==> config.mk <==
export PLATFORM = sky130hd
export DESIGN_NAME = imem_loader
export DESIGN_NICKNAME = d
export VERILOG_FILES = /design/src/rtl/imem_loader.sv
export SDC_FILE = /design/constraint.sdc
export NUM_CORES = 1
export LEC_CHECK = 0
export CORE_MARGIN = 2
export CORE_UTILIZATION = 50
export CTS_CLUSTER_DIAMETER = 120
export DETAILED_ROUTE_END_ITERATION = 16
export PLACE_DENSITY = 0.74
export SETUP_SLACK_MARGIN = 0.2
export SLEW_MARGIN = 40
export SYNTH_ARGS = -nofsm -noshare
export SYNTH_HDL_FRONTEND = slang
export SYNTH_SLANG_ARGS = --single-unit
==> constraint.sdc <==
create_clock -name i_clk -period 4.8 [get_ports i_clk]
set_input_delay 1.44 -clock i_clk [delete_from_list [all_inputs] [get_ports i_clk]]
set_output_delay 1.44 -clock i_clk [all_outputs]
set_load 0.01 [all_outputs]
==> src/rtl/imem_loader.sv <==
// Byte-stream program loader: assembles bytes into 32-bit words, writes them to
// instruction memory from address 0, verifies a trailing XOR checksum, gates core reset.
module imem_loader #(
  parameter int ADDR_W     = 5,
  parameter bit LITTLE_END = 1'b0
) (
  input  logic              i_clk,
  input  logic              i_rst,
  input  logic              i_start,
  input  logic [7:0]        i_byte,
  input  logic              i_byte_valid,
  output logic              o_byte_ready,
  output logic              o_we,
  output logic [ADDR_W-1:0] o_waddr,
  output logic [31:0]       o_wdata,
  output logic              o_cpu_rst_n,
  output logic              o_busy,
  output logic              o_done,
  output logic              o_err
);

  typedef enum logic [2:0] {S_IDLE, S_COUNT, S_DATA, S_CHECK, S_DONE, S_ERR} state_t;

  localparam logic [ADDR_W:0] ONE = 1;

  state_t          state;
  logic [ADDR_W:0] n_words;
  logic [ADDR_W:0] widx;
  logic [1:0]      bidx;
  logic [7:0]      acc;
  logic [31:0]     asm_q;
  logic [31:0]     asm_nxt;
  logic            xfer;

  assign xfer    = i_byte_valid && o_byte_ready;
  assign asm_nxt = LITTLE_END ? {i_byte, asm_q[31:8]} : {asm_q[23:0], i_byte};

  always_ff @(posedge i_clk or posedge i_rst) begin
    if (i_rst) begin
      state        <= S_IDLE;
      n_words      <= '0;
      widx         <= '0;
      bidx         <= '0;
      acc          <= '0;
      asm_q        <= '0;
      o_byte_ready <= 1'b0;
      o_we         <= 1'b0;
      o_waddr      <= '0;
      o_wdata      <= '0;
      o_cpu_rst_n  <= 1'b0;
      o_busy       <= 1'b0;
      o_done       <= 1'b0;
      o_err        <= 1'b0;
    end else begin
      o_we <= 1'b0;
      case (state)
        S_IDLE, S_DONE, S_ERR: begin
          if (i_start) begin
            state        <= S_COUNT;
            o_byte_ready <= 1'b1;
            o_busy       <= 1'b1;
            o_done       <= 1'b0;
            o_err        <= 1'b0;
            o_cpu_rst_n  <= 1'b0;
          end
        end
        S_COUNT: begin
          if (xfer) begin
            // Count bits above the address width are dropped, so N is 1..2^ADDR_W.
            n_words <= {1'b0, i_byte[ADDR_W-1:0]} + ONE;
            widx    <= '0;
            bidx    <= '0;
            acc     <= '0;
            state   <= S_DATA;
          end
        end
        S_DATA: begin
          if (xfer) begin
            asm_q <= asm_nxt;
            acc   <= acc ^ i_byte;
            bidx  <= bidx + 2'd1;
            if (bidx == 2'd3) begin
              o_wdata <= asm_nxt;
              o_waddr <= widx[ADDR_W-1:0];
              o_we    <= 1'b1;
              widx    <= widx + ONE;
              // Extra index bit keeps a full 2^ADDR_W load from wrapping to 0.
              if (widx + ONE == n_words) state <= S_CHECK;
            end
          end
        end
        S_CHECK: begin
          if (xfer) begin
            o_byte_ready <= 1'b0;
            o_busy       <= 1'b0;
            if (i_byte == acc) begin
              state       <= S_DONE;
              o_done      <= 1'b1;
              o_cpu_rst_n <= 1'b1;
            end else begin
              state <= S_ERR;
              o_err <= 1'b1;
            end
          end
        end
        default: state <= S_IDLE;
      endcase
    end
  end

endmodule

# Yosys cells after proc, flatten, opt, wreduce, memory -nomap -nowiden
# Index checks and enable logic that the tools add are counted.
# word_totals
inputBits	12
ff_bits	90
elab_cells	77
# op_classes
eq_ne	16
reduce_logical	14
add_sub_neg	3
n_mux	31
n_bitwise	1
# op_table
operator	count
3-bit two-way mux	6
6-bit two-way mux	3
8-bit two-way mux	2
2-bit != test, second input constant	8
8-bit case mux with 2 select lines	1
3-bit case mux with 4 select lines	1
6-bit case mux with 2 select lines	1
4-bit AND reduction	3
1-bit two-way mux	11
3-bit AND reduction	3
8-bit == test	1
8-bit bitwise XOR	1
5-bit by 1-bit adder with 6-bit output, second input constant	1
6-bit by 1-bit adder with 6-bit output, second input constant	1
3-bit by 2-bit == test with 1-bit output, second input constant	2
3-bit == test, second input constant	2
6-bit == test	1
1-bit case mux with 2 select lines	3
6-bit AND reduction	1
2-bit two-way mux	2
2-bit case mux with 2 select lines	1
2-bit AND reduction	2
2-bit nonzero test	2
3-bit by 1-bit == test with 1-bit output, second input constant	1
5 further kinds	5

# Logic depth before layout (Yosys ltp)
# logic_depth
ltp_word	6
ltp_mapped	8

# Least setup slack after synthesis
# Ideal clock, no wire load.
# synth_timing
path_kind	input port to flip-flop
from	in i_byte_valid
to	reg o_waddr[0]
n_path_buf	2
arrival_time_ps	2574
slack_ps	2101
required_time_ps	4675
path_stages	6
cell_sequence	and3b_1 -> buf_6 -> nand3_2 -> inv_2 -> buf_6 -> mux2_2
# synth_via
elab_chain_len	2
# synth_rtl
item	line	source
start, declared	11	input logic i_byte_valid,
1-bit logical AND	35	assign xfer = i_byte_valid && o_byte_ready;
3-bit AND reduction (no source line)	--	
end signal, assigned	84	o_waddr <= widx[ADDR_W-1:0];
end, declared	14	output logic [ADDR_W-1:0] o_waddr,
# Every way passes these cells.
# A chain may end at the register's enable or synchronous reset.

# Worst setup path after layout
# layout_timing
from	in i_byte_valid
to	reg o_waddr[1]
# The elaborated chain is that of the path after synthesis.

==> key figures <==
Status
  • Status: completed

Place
  • Dpl hpwl: 4.81 mm
  • Final estimated routing congestion in global placement: 0.803
  • Placed cell area: 4410 um^2
  • Count of input and output buffers: 54

Synthesis
  • Cell Area, Synth: 3810 um^2
  • Post-synthesis sequential element count: 90
  • Number of synthesized flops with an enable pin: 0
  • Commonest cells in the synthesized netlist: dfrtp_1 (90), nand2_1 (85), mux2_2 (38)
  • Combinational family with the most area after synthesis: simple AND/OR/NAND/NOR gates
  • Average instance area after synthesis: 11.2 um^2
  • Fraction of synthesized area in multiplexers: 11.5%
  • Post-synthesis net count: 355
  • Synthesized netlist cell count: 340
  • Dominant synthesized flop cell: dfrtp_1
  • Adder-cell share of the synthesized area: 0.984%
  • Most repeated cell in the gate-level netlist after synthesis: dfrtp_1
  • Synth cell types: 36
  • Share of the synthesized area in the top cell type: 59.0%
  • Xor and xnor fraction of the mapped netlist area: 5.28%
  • Fraction of registers with async set or reset after synthesis: 100%
  • Post-synthesis compound-gate area fraction: 6.99%
  • Cell taking the most area after synthesis: dfrtp_1
  • Leading cell types by total area after synthesis: dfrtp_1 (59%), mux2_2 (11%), nand2_1 (8.4%)
  • Portion of the post-synthesis area used by sequential elements: 59.0%
  • Basic-gate share of the synthesized area counting and, or, nand and nor cells: 13.0%
  • Synthesis warning total: 0

Setup path
  • Chain of cells forming the critical path: clkdlybuf4s50_1 -> and3b_1 -> nand3_2 -> buf_4 -> inv_2 -> mux2_2
  • Total buffers and inverters traversed by the critical path: 3
  • Maximum cell stage delay along the critical path: 0.52 ns
  • CP Data Required Time: 5.04 ns
  • Crit path max-delay cell type: clkdlybuf4s50_1
  • Register-to-register setup slack: 2.48 ns
  • Startpoint-to-endpoint class of the critical path: in2reg
  • Worst Path Arrival: 3.52 ns
  • Critical Path End Type: flip-flop
  • Cell family contributing the most delay on the critical path: buffers and inverters
  • Kind of start point of the critical path: input pin
  • Worst Path Max Fanout: 28

Timing
  • Final count of pins violating max slew: 0
  • Worst slew slack as a fraction of its limit: 54.1%
  • Final period utilization: 68.3%
  • RSZ-0062 raised after global routing: no
  • Tmin final: 3.28 ns
  • Total negative setup slack: 0 ns
  • Worst Max-Slew Pin Slew: 0.684 ns
  • Maximum achievable frequency: 0.305 GHz
  • Max Clock Skew: 0.0104 ns
  • Hold Vio Cnt, Final: 0
  • Setup-violating endpoint count in the final report: 0

Final layout
  • # nets final: 407
  • Count of antenna diodes in the layout: 0
  • Fraction of layout cells with a size suffix above 1: 15.9%
  • Final standard cell area without fillers: 4600 um^2
  • Area growth from synthesis to final layout: 20.7%

Clock network
  • Post-CTS Setup Inserts: 0
  • Post-CTS Hold Fix Bufs: 0
  • TritonCTS Buffers: 9
  • Clock network latency to the later pin of the worst-skew pair: 0.36 ns
  • TritonCTS clock tree: built
  • CTS Root Cell: clkbuf_8
  • Clock edge transition at the registers on the reported setup and hold paths: 0.09 ns
  • Count of clock tree sinks: 90
  • Maximum clock insertion buffer count: 2
  • Gates resized, CTS repair: 0
  • H-tree depth reported by CTS: 3

Die
  • Floorplan core area: 7330 um^2
  • Row count: 31
  • Ports placed on the boundary: 55
  • Die Outline Area: 8340 um^2
  • Y dimension of the die: 91.4 um
  • Initial core utilization: 52.0%
  • Floorplan die width: 91.4 um

Global route
  • Met2 layer usage reported by global route: 30.0%
  • Vias in the first global route: 2533
  • Antenna violations before repair: 0
  • Most used routing layer in global routing: met2
  • Global Route met1 Usage: 25.0%
  • Global Route met3 Usage: 3.32%
  • Grt ovf: 0
  • Wire length of the first global-routing pass: 12.3 mm
  • All-layer global routing usage: 18.8%
  • Pin count of the biggest net entering global routing: 48

Job
  • Number of maximum-capacitance constraint violations: 0

Drt
  • Via count normalized by instance count: 5.17
  • DRC viols: 0
  • Drt wl/cell: 14.5 um
  • Post-DRT Antenna Nets: 0
  • Number of detailed-routing iterations run before antenna repair: 5
  • Final routed wirelength across all metal layers: 7.20 mm
  • Vias: 2566
  • Initial detailed-routing violation count: 97

Pwr
  • Leak: 2.28 nW
  • Power per cell area: 284 nW/um^2
  • Max VDD drop: 0.000306 V

Min path
  • Worst hold-check path type: reg2reg
[state kept, by name, summed over array words and instances, names as in the netlist]
register / flops
o_err: 1
acc: 8
n_words: 6
o_waddr: 5
bidx: 2
widx: 6
o_busy: 1
o_we: 1
o_done: 1
asm_q: 24
state: 3
o_wdata: 32
[power by group]
part | internal, W | switching, W | total (W) | leakage, nW
Clock | 0.000242 | 0.000270 | 0.000511 | 0.0925
Combinational | 0.0000136 | 0.0000246 | 0.0000382 | 0.947
Sequential | 0.000757 | 0 | 0.000757 | 1.24
[layer usage]
layer / part of all wire, % / vias up / routed length, um
li1: - / 1239 / -
met1: 47 / 1276 / 3400
met2: 49 / 40 / 3490
met3: 2.4 / 11 / 176
met4: 1.8 / 0 / 130
met5: 0 / - / 0
[final cells by class]
type	instances	area (um^2)
clock buffers	10	128
flip-flops and latches	90	2250
multi-input cells	228	1440
clock inverters	6	67.6
well taps	99	124
inverters	5	21.3
fillers	582	2730
repair buffers	58	571
[kinds of logic (layout without fill, tap and decap cells)]
logic type,after synthesis,count (layout)
simple gates,119,119
flops,90,90
compound gates,44,44
mux,39,39
xor+xnor,23,23
buf+inv,22,79
fa+ha+maj,3,3
[placed cells by master, fill, tap and decap left out, types with 3 or more instances in the layout]
cell type	n
a22o_1	4
nand2_1	84
mux2_2	38
nor2_1	15
inv_1	3
ha_1	3
nand4_1	4
clkbuf_8	9
xor2_1	7
a21oi_1	5
dfrtp_1	90
clkdlybuf4s50_1	54
xnor2_1	16
nand3_1	5
o21ai_0	24
buf_4	4
[worst register-to-register path, stage by stage, from the launching register on]
cell,delay [ns]
dfrtp_1,0.54
nor2b_1,0.45
nand3_2,0.11
buf_4,0.23
inv_2,0.48
mux2_2,0.41
[per-stage QoR]
step / instances / worst slack [ns] / util [%] / power (W) / hold slack (ns)
detailed placement: 480 / 1.13 / 60.1 / 0.000812 / 0.461
global placement: 480 / 1.21 / 60.1 / 0.000811 / 0.458
global route: 496 / 1.40 / 62.8 / 0.00135 / 0.504
CTS: 496 / 1.51 / 62.8 / 0.00132 / 0.484
finish: 496 / 1.52 / 62.8 / 0.00131 / 0.481
floorplan: 340 / 1.02 / - / 0.000792 / 0.440
[worst paths after layout]
path / start / to / cells past startpoint
max reg2reg: state[1]$_DFFE_PP0P_ / o_waddr[1]$_DFFE_PP0P_ / 5
min in group asynchronous: i_rst / o_we$_DFF_PP0_ / 2
min: asm_q[20]$_DFFE_PP0P_ / asm_q[20]$_DFFE_PP0P_ / 2
max: i_byte_valid / o_waddr[1]$_DFFE_PP0P_ / 6
max in group asynchronous: i_rst / o_wdata[2]$_DFFE_PP0P_ / 3
min reg2reg: asm_q[20]$_DFFE_PP0P_ / asm_q[20]$_DFFE_PP0P_ / 2
Power figures use the tool's default switching activity.
